$ cat src/rtl/outerprod_acc_pkg.sv
// Shared constants for the outer-product accumulator: state encoding,
// stream-window length and defaults common with the unary array.
package outerprod_acc_pkg;

    localparam int ROWNUM_DEF      = 4;
    localparam int COLNUM_DEF      = 4;
    localparam int BITWIDTH_DEF    = 8;
    localparam int OUTBITWIDTH_DEF = 9;
    localparam int ACCWIDTH_DEF    = 16;
    localparam int KDEPTH_DEF      = 8;

    typedef enum logic [2:0] {
        ST_IDLE = 3'd0,
        ST_CLR  = 3'd1,
        ST_RUN  = 3'd2,
        ST_ACC  = 3'd3,
        ST_DONE = 3'd4
    } state_e;

    // One unary stream window covers the full magnitude range.
    function automatic int stream_len(input int bitwidth);
        return 1 << (bitwidth - 1);
    endfunction

    function automatic int max2(input int a, input int b);
        return (a > b) ? a : b;
    endfunction

endpackage

$ cat src/rtl/outerprod_acc_cell.sv
// One tile entry: sign-magnitude product to two's complement, accumulate.
// Saturating update when OUTERPROD_ACC_SAT_EN is defined, otherwise wraps.
module outerprod_acc_cell
    import outerprod_acc_pkg::*;
#(
    parameter int OUTBITWIDTH = OUTBITWIDTH_DEF,
    parameter int ACCWIDTH    = ACCWIDTH_DEF
) (
    input  logic                   clk_i,
    input  logic                   rst_ni,
    input  logic                   clr_i,
    input  logic                   load_i,
    input  logic [OUTBITWIDTH-1:0] prod_i,
    output logic [ACCWIDTH-1:0]    acc_o
);

    localparam int MW = OUTBITWIDTH - 1;
    // One guard bit above the wider operand so the sum never wraps.
    localparam int EW = max2(ACCWIDTH, OUTBITWIDTH) + 1;

    logic [ACCWIDTH-1:0] acc_q, acc_d;
    logic [EW-1:0]       acc_x;
    logic [EW-1:0]       mag_x;
    logic [EW-1:0]       add_x;
    logic [EW-1:0]       sum_x;
    logic [ACCWIDTH-1:0] res;

    always_comb begin
        acc_x = {{(EW-ACCWIDTH){acc_q[ACCWIDTH-1]}}, acc_q};
        mag_x = {{(EW-MW){1'b0}}, prod_i[MW-1:0]};
        add_x = prod_i[MW] ? (~mag_x + EW'(1)) : mag_x;
        sum_x = acc_x + add_x;
    end

`ifdef OUTERPROD_ACC_SAT_EN
    logic [EW-ACCWIDTH:0] top_bits;
    logic                 ovf;

    always_comb begin
        top_bits = sum_x[EW-1:ACCWIDTH-1];
        ovf      = !((&top_bits) || (~|top_bits));
        if (!ovf) begin
            res = sum_x[ACCWIDTH-1:0];
        end else if (sum_x[EW-1]) begin
            res = {1'b1, {(ACCWIDTH-1){1'b0}}};
        end else begin
            res = {1'b0, {(ACCWIDTH-1){1'b1}}};
        end
    end
`else
    logic unused_hi;

    assign unused_hi = ^sum_x[EW-1:ACCWIDTH];
    assign res       = sum_x[ACCWIDTH-1:0];
`endif

    always_comb begin
        acc_d = acc_q;
        if (clr_i) begin
            acc_d = '0;
        end else if (load_i) begin
            acc_d = res;
        end
    end

    always_ff @(posedge clk_i or negedge rst_ni) begin
        if (!rst_ni) begin
            acc_q <= '0;
        end else begin
            acc_q <= acc_d;
        end
    end

    assign acc_o = acc_q;

endmodule

$ cat src/rtl/outerprod_acc.sv
// Controller and accumulator bank for the unary outer-product array.
// Optional saturating accumulation: define OUTERPROD_ACC_SAT_EN.
module outerprod_acc
    import outerprod_acc_pkg::*;
#(
    parameter int ROWNUM      = ROWNUM_DEF,
    parameter int COLNUM      = COLNUM_DEF,
    parameter int BITWIDTH    = BITWIDTH_DEF,
    parameter int OUTBITWIDTH = OUTBITWIDTH_DEF,
    parameter int ACCWIDTH    = ACCWIDTH_DEF,
    parameter int KDEPTH      = KDEPTH_DEF
) (
    input  logic                                 iClk,
    input  logic                                 iRstN,
    input  logic                                 iVecValid,
    output logic                                 oVecReady,
    output logic                                 oPeEn,
    output logic                                 oPeClr,
    input  logic [ROWNUM*COLNUM*OUTBITWIDTH-1:0] iPeData,
    output logic                                 oValid,
    input  logic                                 iReady,
    output logic [ROWNUM*COLNUM*ACCWIDTH-1:0]    oData,
    output logic                                 oBusy
);

    localparam int NENT      = ROWNUM * COLNUM;
    localparam int STREAMLEN = stream_len(BITWIDTH);
    localparam int CW        = $clog2(STREAMLEN + 1);
    localparam int KW        = $clog2(KDEPTH + 1);

    state_e        state_q, state_d;
    logic [CW-1:0] cnt_q, cnt_d;
    logic [KW-1:0] kcnt_q, kcnt_d;
    logic          acc_load;
    logic          acc_clr;

    always_ff @(posedge iClk or negedge iRstN) begin
        if (!iRstN) begin
            state_q <= ST_IDLE;
            cnt_q   <= '0;
            kcnt_q  <= '0;
        end else begin
            state_q <= state_d;
            cnt_q   <= cnt_d;
            kcnt_q  <= kcnt_d;
        end
    end

    always_comb begin
        state_d = state_q;
        cnt_d   = cnt_q;
        kcnt_d  = kcnt_q;
        unique case (state_q)
            ST_IDLE: begin
                if (iVecValid) begin
                    state_d = ST_CLR;
                end
            end
            ST_CLR: begin
                cnt_d   = '0;
                state_d = ST_RUN;
            end
            ST_RUN: begin
                if (cnt_q == CW'(STREAMLEN - 1)) begin
                    state_d = ST_ACC;
                end else begin
                    cnt_d = cnt_q + CW'(1);
                end
            end
            ST_ACC: begin
                kcnt_d = kcnt_q + KW'(1);
                if (kcnt_q == KW'(KDEPTH - 1)) begin
                    state_d = ST_DONE;
                end else begin
                    state_d = ST_IDLE;
                end
            end
            ST_DONE: begin
                if (iReady) begin
                    kcnt_d  = '0;
                    state_d = ST_IDLE;
                end
            end
            default: begin
                state_d = ST_IDLE;
            end
        endcase
    end

    always_comb begin
        oPeClr    = 1'b0;
        oPeEn     = 1'b0;
        oVecReady = 1'b0;
        oValid    = 1'b0;
        acc_load  = 1'b0;
        acc_clr   = 1'b0;
        oBusy     = (state_q != ST_IDLE);
        unique case (state_q)
            ST_CLR:  oPeClr = 1'b1;
            ST_RUN:  oPeEn  = 1'b1;
            ST_ACC: begin
                oVecReady = 1'b1;
                acc_load  = 1'b1;
            end
            ST_DONE: begin
                oValid  = 1'b1;
                acc_clr = iReady;
            end
            default: ;
        endcase
    end

    for (genvar e = 0; e < NENT; e++) begin : g_cell
        outerprod_acc_cell #(
            .OUTBITWIDTH(OUTBITWIDTH),
            .ACCWIDTH   (ACCWIDTH)
        ) u_cell (
            .clk_i (iClk),
            .rst_ni(iRstN),
            .clr_i (acc_clr),
            .load_i(acc_load),
            .prod_i(iPeData[e*OUTBITWIDTH +: OUTBITWIDTH]),
            .acc_o (oData[e*ACCWIDTH +: ACCWIDTH])
        );
    end

endmodule

$ cat config.mk
export PLATFORM = sky130hd
export DESIGN_NAME = outerprod_acc
export DESIGN_NICKNAME = d
export VERILOG_FILES = /design/src/rtl/outerprod_acc_pkg.sv /design/src/rtl/outerprod_acc_cell.sv /design/src/rtl/outerprod_acc.sv
export SDC_FILE = /design/constraint.sdc
export NUM_CORES = 1
export LEC_CHECK = 0
export ABC_CLOCK_PERIOD_IN_PS = 2950
export BUFFER_PORTS_ARGS = -buffer_cell sky130_fd_sc_hd__buf_2
export CAP_MARGIN = 20
export CORE_MARGIN = 2
export CORE_UTILIZATION = 50
export DETAILED_ROUTE_END_ITERATION = 8
export PLACE_DENSITY = 0.74
export SETUP_SLACK_MARGIN = 0.15
export SYNTH_ARGS = -nofsm -noshare
export SYNTH_HDL_FRONTEND = slang
export SYNTH_SLANG_ARGS = --single-unit
$ cat constraint.sdc
create_clock -name iClk -period 2.95 [get_ports iClk]
set_input_delay 0.1475 -clock iClk [delete_from_list [all_inputs] [get_ports iClk]]
set_output_delay 0.1475 -clock iClk [all_outputs]
set_load 0.05 [all_outputs]
==> Word level (Yosys, flattened, before mapping) <==
Index checks and enable logic that the tools add are counted.
{ "word_totals": {"mem_bits_rw": 0, "reg_bits": 271, "elab_cells": 149, "rom_bits": 0, "in_bits": 148, "mem_count": 0, "latch_bits": 0} }
{ "op_classes": {"n_mux": 62, "addsub": 34, "multipliers": 0, "n_reduce_logical": 8, "div": 0, "n_shift": 0, "magnitude_cmp": 0, "bitwise": 16, "eq_ne": 10} }
{ "op_table": {"columns": ["op", "n"], "rows": [
  ["16-bit 2-to-1 mux", 48],
  ["16-bit by 1-bit adder with 16-bit output, second input constant", 16],
  ["16-bit adder", 16],
  ["8-bit inverter with 16-bit output", 16],
  ["8-bit one-hot mux with 2 select lines", 1],
  ["3-bit one-hot mux with 5 select lines", 1],
  ["3-bit 2-to-1 mux", 4],
  ["8-bit by 1-bit adder with 8-bit output, second input constant", 1],
  ["8-bit by 7-bit == test with 1-bit output, second input constant", 1],
  ["8-bit 2-to-1 mux", 1],
  ["2-bit != test, second input constant", 4],
  ["4-bit one-hot mux with 2 select lines", 1],
  ["3-bit by 2-bit == test with 1-bit output, second input constant", 2],
  ["2-bit nonzero test", 3],
  ["1-bit 2-to-1 mux", 5],
  ["4-bit by 1-bit adder with 4-bit output, second input constant", 1],
  ["4-bit by 3-bit == test with 1-bit output, second input constant", 1],
  ["4-bit 2-to-1 mux", 1],
  ["2-bit AND reduction", 2],
  ["3-bit by 1-bit == test with 1-bit output, second input constant", 1],
  ["3-bit == test, second input constant", 1],
  ["3-bit logical NOT", 1],
  ["3-bit AND reduction", 1],
  ["3-bit nonzero test", 1]
]} }

==> Longest topological paths before layout <==
Gate-level depths: netlist of run 1.
{ "logic_depth": {"ltp_word": 6, "depth_mapped": 15} }

==> Modules after synthesis <==
From an unflattened synthesis of run 1, not the netlist that was laid out.
{ "hier_totals": {"cells_unflattened": 3239, "hier_area_um2": 27779.1} }
{ "by_module_without_submodules": {"columns": ["module", "seq_area_each_um2", "cells_per_inst", "n_inst", "area_each_um2"], "rows": [
  ["outerprod_acc_cell at g_cell[11].u_cell ...", 400.4, 202, 10, 1741.7],
  ["outerprod_acc_cell at g_cell[0].u_cell ...", 400.4, 194, 4, 1589.0],
  ["outerprod_acc_cell at g_cell[9].u_cell", 400.4, 183, 1, 1637.8],
  ["outerprod_acc_cell at g_cell[13].u_cell", 400.4, 181, 1, 1567.8],
  ["outerprod_acc", 375.4, 79, 1, 800.8]
]} }

==> Worst setup path after synthesis of run 1 <==
Ideal clock, no wire load.
{ "synth_timing": {"path_kind": "in2reg", "from": "input iPeData[135]", "to": "register g_cell[15].u_cell.acc_q[15]", "arrival_ns": 3.423, "required_ns": 2.878, "path_buffers": 0, "stages": 15, "path_slack_ns": -0.546, "setup_time_ns": 0.072, "path_cell_list": "or3_1 -> or4_1 -> nor2_1 -> ha_1 -> nand2_1 -> o21ai_0 -> ha_1 -> and3_4 -> and3_1 -> a2111oi_2 -> a21boi_1 -> or4_4 -> a21oi_2 -> nor2_1 -> nor2_1"} }
{ "synth_via": {"elab_chain_len": 6} }
{ "synth_lines": {"columns": ["element", "line_no", "source"], "rows": [
  ["from (decl)", "outerprod_acc.sv:19", "input logic [ROWNUM*COLNUM*OUTBITWIDTH-1:0] iPeData,"],
  ["8-bit inverter with 16-bit output", "outerprod_acc_cell.sv:31", "add_x = prod_i[MW] ? (~mag_x + EW'(1)) : mag_x;"],
  ["16-bit by 1-bit adder with 16-bit output", "outerprod_acc_cell.sv:31", null],
  ["16-bit 2-to-1 mux *", "outerprod_acc_cell.sv:31", null],
  ["16-bit adder *", "outerprod_acc_cell.sv:32", "sum_x = acc_x + add_x;"],
  ["16-bit 2-to-1 mux *", "outerprod_acc_cell.sv:61", "end else if (load_i) begin"],
  ["16-bit 2-to-1 mux *", "outerprod_acc_cell.sv:59", "if (clr_i) begin"],
  ["to (signal assigned)", "outerprod_acc_cell.sv:68", "acc_q <= '0;"],
  ["to (signal assigned)", "outerprod_acc_cell.sv:70", "acc_q <= acc_d;"],
  ["to (decl)", "outerprod_acc_cell.sv:21", "logic [ACCWIDTH-1:0] acc_q, acc_d;"]
]} }
Mark *: on every way between the ends. The rest lies on a longest branch, timed or not. The select of a mux whose other input is x is not followed.
A chain may end at the register's enable or synchronous reset.

==> Worst setup path after layout of run 1 <==
Same ends and word-level chain as after synthesis.

==> results of run 1 <==
-- cell type report --
| cell class | count | area share (%) |
|---|---|---|
| clock buffer | 49 | 3.27 |
| tap | 664 | 2.64 |
| antenna | 9 | 0.0715 |
| sequential | 271 | 21.5 |
| inverter | 154 | 1.90 |
| multi-input combinational | 2489 | 55.4 |
| timing repair buffer | 742 | 14.9 |
| clock inverter | 11 | 0.341 |
-- registers in the layout, summed over array words and instances, names as in the netlist --
name                 cells
g_cell.u_cell.acc_o    256
cnt_q                    8
kcnt_q                   4
state_q                  3
-- power breakdown --
group | leakage, uW | switching [uW] | internal [uW] | total [uW]
Sequential | 0.00337 | 1790 | 5510 | 7300
Clock | 0.000566 | 1720 | 2610 | 4330
Combinational | 0.0117 | 16300 | 9590 | 25900
Total | 0.0157 | 19800 | 17700 | 37500
-- cell usage after synthesis (all sizes together) (5+ instances only) --
master | number | area share [%]
nand2 | 405 | 6.1
o21ai | 385 | 7.7
ha | 306 | 15
dfrtp | 271 | 27
xnor2 | 200 | 7.0
a21oi | 192 | 3.9
inv | 154 | 2.3
nor2 | 119 | 1.8
clkbuf | 116 | 1.8
a21o | 98 | 3.0
xor2 | 80 | 2.8
nand3 | 78 | 1.6
nand2b | 68 | 1.7
o31a | 59 | 2.1
a211oi | 48 | 1.5
nor2b | 42 | 1.1
nor3 | 38 | 0.76
o31ai | 32 | 0.96
or3 | 28 | 0.70
a21boi | 26 | 0.78
o211ai | 23 | 0.69
and3 | 22 | 0.57
o21a | 21 | 0.63
o21bai | 21 | 0.63
or4 | 20 | 0.62
a31oi | 16 | 0.40
fa | 16 | 1.3
o41a | 15 | 0.68
o41ai | 14 | 0.49
nand4 | 12 | 0.30
o221ai | 8 | 0.28
or2 | 8 | 0.20
and2 | 7 | 0.18
mux2i | 7 | 0.28
a41oi | 6 | 0.21
a2111oi | 5 | 0.20
nor3b | 5 | 0.15
-- worst max-delay path, stage by stage --
cell       delay, ps
buf_6             90
or3_4            370
or4_4            450
nor2_4           110
ha_4             210
nand2_4           70
o21ai_4           60
ha_4             230
and3_4           190
and3_4           180
a2111oi_4        300
a21boi_2         110
buf_4            150
a41oi_1          380
a21oi_2          100
nor2_1           110
nor2_1            50
-- metrics by stage --
step | utilization, % | power, uW | TNS (ps) | std cells | cell area [um^2]
CTS | 63.8 | 37400 | 0 | 4373 | 31300
global placement | 61.3 | 32400 | -3670 | 4306 | 30100
global route | 64.2 | 40400 | -70.1 | 4389 | 31500
floorplan | - | 25400 | -947 | 3034 | 25200
detailed placement | 61.3 | 32800 | -4830 | 4306 | 30100
finish | 64.2 | 37500 | 0 | 4389 | 31500
-- kinds of logic after synthesis --
family | count (synthesis)
AOI/OAI and AO/OA | 1012
adders and majority gates | 322
xor gates and xnor gates | 280
DFF | 271
buffers and inverters | 274
and+or+nand+nor | 868
muxes | 7
-- final timing paths --
kind                                            start                          end  slack [ps]  depth (start not counted)
max                                      iPeData[135]  g_cell[15].u_cell.acc_o[15]          60                         17
min                                       iPeData[72]    g_cell[8].u_cell.acc_o[0]          40                          4
max reg2reg                g_cell[15].u_cell.acc_o[1]  g_cell[15].u_cell.acc_o[15]         280                         10
min reg2reg                g_cell[2].u_cell.acc_o[14]   g_cell[2].u_cell.acc_o[14]         500                          2
max in group asynchronous                       iRstN    g_cell[3].u_cell.acc_o[3]        1960                          3
min in group asynchronous                       iRstN    g_cell[0].u_cell.acc_o[4]         220                          2
-- timing repair --
action / CTS / global route
setup buffers: 3 / 7
hold buffers: 4 / 0
resized for setup: 5 / 29
pin swaps: 7 / 18
hold endpoints to repair: 74 / 0
setup endpoints to repair: 2 / 14
-- metal layers --
| metal | up-vias | part of all wire [%] | track usage [%] |
|---|---|---|---|
| met5 | - | 0.014 | 0 |
| met4 | 2 | 2.9 | 8.83 |
| met3 | 120 | 6.5 | 5.43 |
| met2 | 610 | 46 | 44.9 |
| met1 | 11500 | 44 | 35.1 |
| li1 | 12300 | - | - |
==> metrics, run 1 <==
outcome=finished, final reports clean; Hold WS=36.5 ps; Post-synth EDFFs=0; clk_skew=18.9 ps; drt pass-1 iters=7; WL final=71700 um; main combinational cell family by area after synthesis=compound AO/OA/AOI/OAI gates; Final WS setup=59.4 ps; largest net degree at the start of global routing=112; relative slew slack=54.3%; first-pass GRT wire length=115000 um; Setup Viol. Count Final=0; Port Buffers=408; CP max FO=3; number of H-tree levels=2; gpl congestion=0.929; number of synthesized register bits=271; cell leakage power=0.0157 uW; Max Cap Viol=0; Yosys cell types=72; endpoints failing hold=0; post-synthesis mux area share=0.281%; CP Data Required Time=3380 ps; CTS max path bufs=3; CTS Sinks=271; commonest non-fill, non-tap cell in the layout=buf_2; FF/Latch Area=6780 um^2; DP HPWL=54000 um; initial antenna violation count=10; Overflow after GRT=0; register area share after synthesis=27.2%; Syn Area/Cell=8.21 um^2; peak supply drop=836 uV; Crit. End Element=flop; root buffer cell=clkbuf_16; DP Worst Slack=-625 ps; RSZ-0062 raised after global routing=true; Inserted Clock Buffers=36; post-route antenna net violation count=0; initial core utilization=50.8%; Syn-to-layout area delta=26.4%; CP arrival=3320 ps; routed length per placed instance=16.3 um; Adder-Cell Fraction of Synth Area=16.6%; syn_nets=3504; shortest period the worst path allows=2890 ps; Die W=227 um; synthesized area=24900 um^2; XOR/XNOR share of the synthesized area=9.84%; core area=49100 um^2; commonest cells after routing, fill and taps aside=406 x buf_2, 402 x nand2_1, 366 x o21ai_0; die area=51600 um^2; DR iter-0 viols=1357; vias in the first global route=23200; multi-input logic area=17400 um^2; # nets final=4164; total number of vias=24500; Cells after Synth=3034; Max Fclk=346 MHz; Die H=227 um; area fraction in compound gates after synthesis=25.6%; io pins=409; DRC=0; vias per cell=5.57; Post-Synth Simple-Gate Area=16.3%; worst-margin pin slew=685 ps; Hold Crit Class=input port to flop; Main synth FF type=dfrtp_1; layout cells sized above 1=23.6%; Site Rows=81; fin crit share=98.0%; Slew Limit Fails=0; Overall Global Routing Usage=27.0%; Fill cells=4269; async set or reset register ratio after synthesis=100%; PD cells=1190 nW/um^2; CTS tree=built; Yosys warning count=0; Clock Latency Late Sink=530 ps; kind of critical path=input port to flop; startpoint types=input port; clk slew on worst S/H paths=60 ps
Note: power is estimated with default switching activity, not from simulation.
==> inputs of run 2 (changes only) <==
Settings changed: PLACE_DENSITY 0.74 to 0.73, SYNTH_HIERARCHICAL from default to 1.
==> run 2 against run 1 <==
Compared with the run above: clock power rose by 17%; non-clock buffer count fell by 85; synthesized area rose by 11%; via count rose by 9.6%; register-to-register slack improved by 110 ps; flip-flop and latch count did not move; critical path depth fell by 1; worst hold slack improved by 10 ps; largest cell class unchanged; largest power group unchanged.
==> metrics, run 2 <==
outcome=finished, final reports clean; commonest non-fill, non-tap cell in the layout=buf_2; NetSw=21100 uW (+6.8%); Slew Limit Fails=0 (unchanged); top cell type's share of synthesized area=24.4% (-2.8 points); DR iter-0 viols=1425 (+5.0%); Inserted Clock Buffers=39 (+8.3%); synthesized area=27800 um^2 (+11%); post-synthesis mux area share=3.74% (+3.5 points); gpl congestion=0.949 (+2.2%); register area share after synthesis=24.4% (-2.8 points); layout cells sized above 1=22.9% (-0.72 points); async set or reset register ratio after synthesis=100% (unchanged); max FFs per register=256 (unchanged); CTS tree=built; XOR/XNOR share of the synthesized area=5.99% (-3.8 points); Port Buffers=408 (unchanged); Syn-to-layout area delta=21.4%; WL final=79400 um (+11%); Hold Crit Class=input port to flop; Post-Synth Simple-Gate Area=19.4% (+3.2 points); die area=57500 um^2 (+11%); Syn Area/Cell=8.58 um^2 (+4.4%); CP max FO=3 (unchanged); non-filler cells, final=4587 (+4.5%); CTS max path bufs=3 (unchanged); CP arrival=3100 ps (-220 ps); startpoint types=input port; worst hold path depth=4 (unchanged); Site Rows=86 (+6.2%); slowest stage delay, CP=530 ps (+80 ps); core area=55000 um^2 (+12%); CP max-delay cell=dlygate4sd3_1; Yosys cell types=86 (+19%); Die W=240 um (+5.5%); area fraction in compound gates after synthesis=27.5% (+1.8 points); peak supply drop=911 uV (+9.0%); Worst Reg-to-Reg Cells=8 (-2); worst-margin pin slew=807 ps (+122 ps); Cells after Synth=3239 (+6.8%); total number of vias=26800 (+9.6%); # nets final=4278 (+2.7%); top post-synthesis cells by count=312 x nand2_1, 306 x ha_1, 271 x dfrtp_1, 220 x a21oi_1, 210 x nor2_1; WL met3=5110 um (+9.5%); Sw Share=53.1% (+0.33 points); CTS Sinks=271 (unchanged); syn_nets=3709 (+5.9%); root buffer cell=clkbuf_16; largest net degree at the start of global routing=86 (-23%); leading post-synthesis cells by cell area=dfrtp_1 24%, ha_1 14%, xnor2_1 5.0%, nand2_1 4.2%, a21oi_1 4.0%; relative slew slack=46.2% (-8.2 points); first-pass GRT wire length=129000 um (+13%); Comb pwr share=68.8% (-0.2 points); initial core utilization=50.5% (-0.29 points); Max Cap Viol=0 (unchanged); final setup TNS=0 ps (unchanged); Setup Viol. Count Final=0 (unchanged); routed length per placed instance=17.3 um (+5.9%); total power=39800 uW (+6.1%); CP Data Required Time=3380 ps (about the same); Max Fclk=374 MHz (+8.1%); fin crit share=90.7% (-7.3 points); Clock Latency Late Sink=570 ps (+40 ps); Internal=18700 uW (+5.4%); post-route antenna net violation count=0 (unchanged); clk_skew=31.8 ps (+12.9 ps); cell area after layout=33700 um^2 (+7.0%); Post-synth EDFFs=0 (unchanged); kind of critical path=input port to flop; cell leakage power=0.0153 uW (-2.3%); Synth area leader=dfrtp_1; Clock Power Share=12.8% (+1.3 points); endpoints failing hold=0 (unchanged); shortest period the worst path allows=2670 ps (-216 ps); DRC=0 (unchanged); Overflow after GRT=0 (unchanged); routed wire length on met2=36100 um (+9.3%); PD cells=1180 nW/um^2 (-0.81%); top-count cell post-synth=nand2_1; commonest cells after routing, fill and taps aside=407 x buf_2, 312 x nand2_1, 304 x ha_1; RSZ-0062 raised after global routing=false; DP HPWL=61400 um (+14%); CP Cell Sequence=dlygate4sd3_1 -> buf_2 -> inv_1 -> nand2_1 -> or4_4 -> nor3_2 -> ha_1 -> nand2_1 -> o21ai_1 -> ha_1 -> and2_1 -> nor2b_1 -> o21ai_2 -> or2b_1 -> xnor2_1 -> o21ai_1; Overall Global Routing Usage=27.1% (+0.076 points); Top delay family on crit path=simple AND/OR/NAND/NOR gates; WP depth=16 (-1); number of H-tree levels=2 (unchanged); Post-DP Area=32100 um^2 (+6.9%); vias per cell=5.85 (+4.9%); post-placement cell count=4498 (+4.5%); sequential share of power=18.5% (-1.0 points); clk slew on worst S/H paths=50 ps (about the same); vias in the first global route=25700 (+11%); io pins=409 (unchanged); number of synthesized register bits=271 (unchanged); CP Buf/Inv Count=3 (+1); main combinational cell family by area after synthesis=compound AO/OA/AOI/OAI gates; Metal-1 WL=35100 um (+10%); Adder-Cell Fraction of Synth Area=14.9% (-1.7 points); top routing layer in use=met5; drt pass-1 iters=5 (-2); Yosys warning count=6 (+6); initial antenna violation count=4 (-6); Main synth FF type=dfrtp_1; Die H=240 um (+5.5%); Crit. End Element=flop
run 2: cell count changes after synthesis, sizes merged, moves of 33 or more:
| cell | delta |
|---|---|
| a21o | -42 |
| mux2i | +92 |
| xor2 | -47 |
| or3 | +46 |
| nor2 | +91 |
| o21a | +47 |
| o21ai | -156 |
| inv | -33 |
| nand2 | -93 |
| a21oi | +72 |
| a32o | +45 |
| xnor2 | -43 |
run 2: worst paths after layout:
path | start | slack, ps | endpoint
setup / recovery | iPeData[126] | 280 | g_cell[14].u_cell/acc_o[10]
hold / removal | iVecValid | 50 | state_q[0]
setup reg to reg | g_cell[13].u_cell/acc_o[1] | 390 | g_cell[13].u_cell/acc_o[15]
hold reg to reg | g_cell[10].u_cell/acc_o[14] | 520 | g_cell[10].u_cell/acc_o[14]
max in group asynchronous | iRstN | 1920 | g_cell[13].u_cell/acc_o[12]
min in group asynchronous | iRstN | 190 | g_cell[8].u_cell/acc_o[1]
run 2: final cells by class:
type	count	area, um^2
diodes	2	5.00
clock buffers	51	1080
fillers	4867	21300
multi-input cells	2718	20100
inverters	121	463
repair buffers	657	4080
flip-flops and latches	271	6780
clock inverters	19	282
well taps	748	936
run 2: tightest hold or removal path, delay by kind of cell:
kind | cells | cell delay (ps)
AOI/OAI and AO/OA | 1 | 30
buffers and inverters | 1 | 110
and+or+nand+nor | 2 | 240
run 2: logic make-up (layout without fill, tap and decap cells):
logic type | after synthesis | count (layout)
buffers and inverters | 250 | 848
other | 0 | 2
multiplexers | 103 | 103
AO/OA/AOI/OAI | 1057 | 1057
AND/OR/NAND/NOR | 1046 | 1046
XOR/XNOR | 190 | 190
adder cells (fa/ha/maj) | 322 | 322
flip-flops | 271 | 271
run 2: timing repair:
action                                  CTS  global route
endpoints found under the setup margin    0             8
buffers inserted                          0             3
hold buffers                             14             0
hold endpoints to repair                 92             0
resized for setup                         0            15
run 2: per-layer routing:
metal	up-vias	track usage, %
met1	12700	35.0
met2	637	44.1
met4	6	10.4
li1	13200	-
met5	-	0
met3	179	5.84
run 2: per-stage QoR:
stage | worst slack (ps) | hold WS, ps | utilization [%]
5_1_grt | 103 | 47.9 | 61.3
3_5_place_dp | -213 | 248 | 58.4
2_1_floorplan | 24.1 | -148 | -
3_3_place_gp | -214 | 230 | 58.4
4_1_cts | 159 | 1.61 | 61.2
6_report | 276 | 46.6 | 61.3
run 2: power groups by stage:
stage,sequential [uW],clock (uW),combinational (uW)
floorplan,12700,0,14700
global placement,7340,0,26600
detailed placement,7380,0,27000
CTS,7350,5230,27200
global route,7590,5360,29800
finish,7350,5080,27400
==> inputs of run 3 (changes only) <==
Settings changed: PLACE_DENSITY 0.73 to 0.77.
==> run 3 against run 2 <==
Compared with the run above: non-clock buffer count up 8; clock-buffer cell count unchanged; register-to-register slack about the same; clock power down 4%; highest routed layer is now met4; critical path depth unchanged.
==> metrics, run 3 (synthesized netlist as in run 2, its figures left out) <==
PD cells=1180 nW/um^2 (about the same); end point of the critical path=g_cell[13].u_cell/acc_o[14]; slowest stage delay, CP=430 ps (-100 ps); Syn-to-layout area delta=21.2%; cell leakage power=0.0153 uW (about the same); Port Buffers=408 (unchanged); first-pass GRT wire length=129000 um (-0.44%); max FFs per register=256 (unchanged); relative slew slack=53.5% (+7.3 points); outcome=finished, final reports clean; root buffer cell=clkbuf_16; Site Rows=86 (unchanged); CP max FO=2 (-1); DRC=0 (unchanged); Overflow after GRT=0 (unchanged); Inserted Clock Buffers=38 (-2.6%); # nets final=4285 (+0.16%); layout cells sized above 1=22.7% (-0.19 points); Worst setup startpoint=iPeData[117]; total number of vias=27100 (+1.1%); Max Fclk=372 MHz (-0.52%); die area=57500 um^2 (unchanged); Worst Reg-to-Reg Cells=10 (+2); FF/Latch Area=6780 um^2 (unchanged); largest net degree at the start of global routing=66 (-23%); most used cell, CP=a21o_1; peak supply drop=764 uV (-16%); non-filler cells, final=4588 (+0.022%); R2R setup slack=390 ps (about the same); post-route antenna net violation count=0 (unchanged); CP Cell Sequence=buf_2 -> inv_2 -> nand2_1 -> or4_4 -> nor3_2 -> ha_1 -> nand2_1 -> o21ai_1 -> ha_2 -> a21oi_2 -> o21ai_1 -> a21o_1 -> a21o_1 -> a221o_1 -> a21o_1 -> a221o_1; Die W=240 um (unchanged); gpl congestion=0.946 (-0.38%); CP arrival=3110 ps (about the same); fin crit share=91.1% (+0.47 points); multi-input logic area=20000 um^2 (-0.23%); commonest cells after routing, fill and taps aside=407 x buf_2, 312 x nand2_1, 304 x ha_1; Overall Global Routing Usage=26.9% (-0.16 points); CTS Sinks=271 (unchanged); Die H=240 um (unchanged); CTS tree=built; DP HPWL=61300 um (-0.16%); DR iter-0 viols=1459 (+2.4%); commonest non-fill, non-tap cell in the layout=buf_2; CTS max path bufs=3 (unchanged); Crit. End Element=flop; CP Data Required Time=3370 ps (about the same); post-placement cell count=4511 (+0.29%); drt pass-1 iters=5 (unchanged); vias per cell=5.91 (+1.1%); io pins=409 (unchanged); kind of critical path=input port to flop; routed length per placed instance=17.3 um (about the same); CP max-delay cell=or4_4; Hold Crit Class=input port to flop; Worst R2R Start=g_cell[13].u_cell/acc_o[0]; endpoints failing hold=0 (unchanged); worst-margin pin slew=697 ps (-110 ps); Clock Latency Late Sink=550 ps (-20 ps); shortest period the worst path allows=2690 ps (+13.9 ps); total power=39700 uW (-0.16%); number of H-tree levels=2 (unchanged); WL final=79300 um (about the same); clk_skew=14.2 ps (-17.6 ps); Setup Buffers After CTS=0 (unchanged); Max Cap Viol=0 (unchanged); clk slew on worst S/H paths=50 ps (about the same); Crit Reg-Reg Endpoint=g_cell[13].u_cell/acc_o[10]; core area=55000 um^2 (unchanged); vias in the first global route=25800 (+0.41%); initial core utilization=50.5% (unchanged); Fill cells=4809 (-1.2%); RSZ-0062 raised after global routing=false; Setup Viol. Count Final=0 (unchanged); initial antenna violation count=1 (-3); startpoint types=input port; Slew Limit Fails=0 (unchanged)
## run 3: cell count changes in the layout (fill, tap and decap cells not counted), sizes merged
cell and delta:
inv -1, dlygate4sd3 -2, clkinvlp -3, diode -1, bufinv -1, buf +10, clkinv -1
## run 3: critical path, delay by kind of cell
| family | cells | cell delay (ps) |
|---|---|---|
| AOI/OAI and AO/OA | 8 | 1550 |
| and+or+nand+nor | 4 | 700 |
| adders and majority gates | 2 | 520 |
| buffers and inverters | 2 | 190 |
## run 3: power by group
part           switching (uW)  leakage, uW  total (uW)  internal [uW]
Combinational           17500       0.0113       27400           9960
Clock                    1790     0.000647        4900           3110
Sequential               1920      0.00332        7430           5520
## run 3: final cells by class
class	instances	area share [%]
timing repair buffer	665	12.3
inverter	121	1.38
sequential	271	20.1
tap	748	2.78
multi-input combinational	2718	59.5
clock buffer	51	3.25
clock inverter	13	0.639
antenna	1	0.00743
## run 3: routing by layer
| metal | vias up | GRT usage, % | share of wire, % |
|---|---|---|---|
| li1 | 13200 | - | - |
| met1 | 12900 | 35.1 | 44 |
| met2 | 784 | 44.8 | 47 |
| met3 | 153 | 4.33 | 6.1 |
| met4 | 0 | 9.89 | 3.4 |
| met5 | - | 0 | 0 |
## run 3: worst min-delay path by stage
stage            startpoint                    endpoint  slack (ps)  cells past startpoint
2_1_floorplan         iRstN                    cnt_q[0]        -150                      0
3_3_place_gp          iRstN  g_cell[3].u_cell/acc_o[13]         170                      1
3_5_place_dp          iRstN  g_cell[3].u_cell/acc_o[13]         170                      1
4_1_cts        iPeData[126]  g_cell[14].u_cell/acc_o[0]           7                      4
5_1_grt        iPeData[126]  g_cell[14].u_cell/acc_o[0]          40                      4
6_report       iPeData[126]  g_cell[14].u_cell/acc_o[0]          40                      4
## run 3: stage by stage
step	TNS (ps)	util [%]	worst slack (ps)	hold WS (ps)	area [um^2]
2_1_floorplan	0	-	24.1	-148	27900
3_3_place_gp	-844	58.6	-239	171	32200
3_5_place_dp	-1640	58.6	-282	167	32200
4_1_cts	0	61.2	293	7.09	33700
5_1_grt	0	61.2	153	35.2	33700
6_report	0	61.2	262	37.8	33700
## run 3: what timing repair did
action | CTS | global route
hold buffers | 12 | 0
hold endpoints to repair | 69 | 0
resized for setup | 0 | 1
endpoints found under the setup margin | 0 | 2
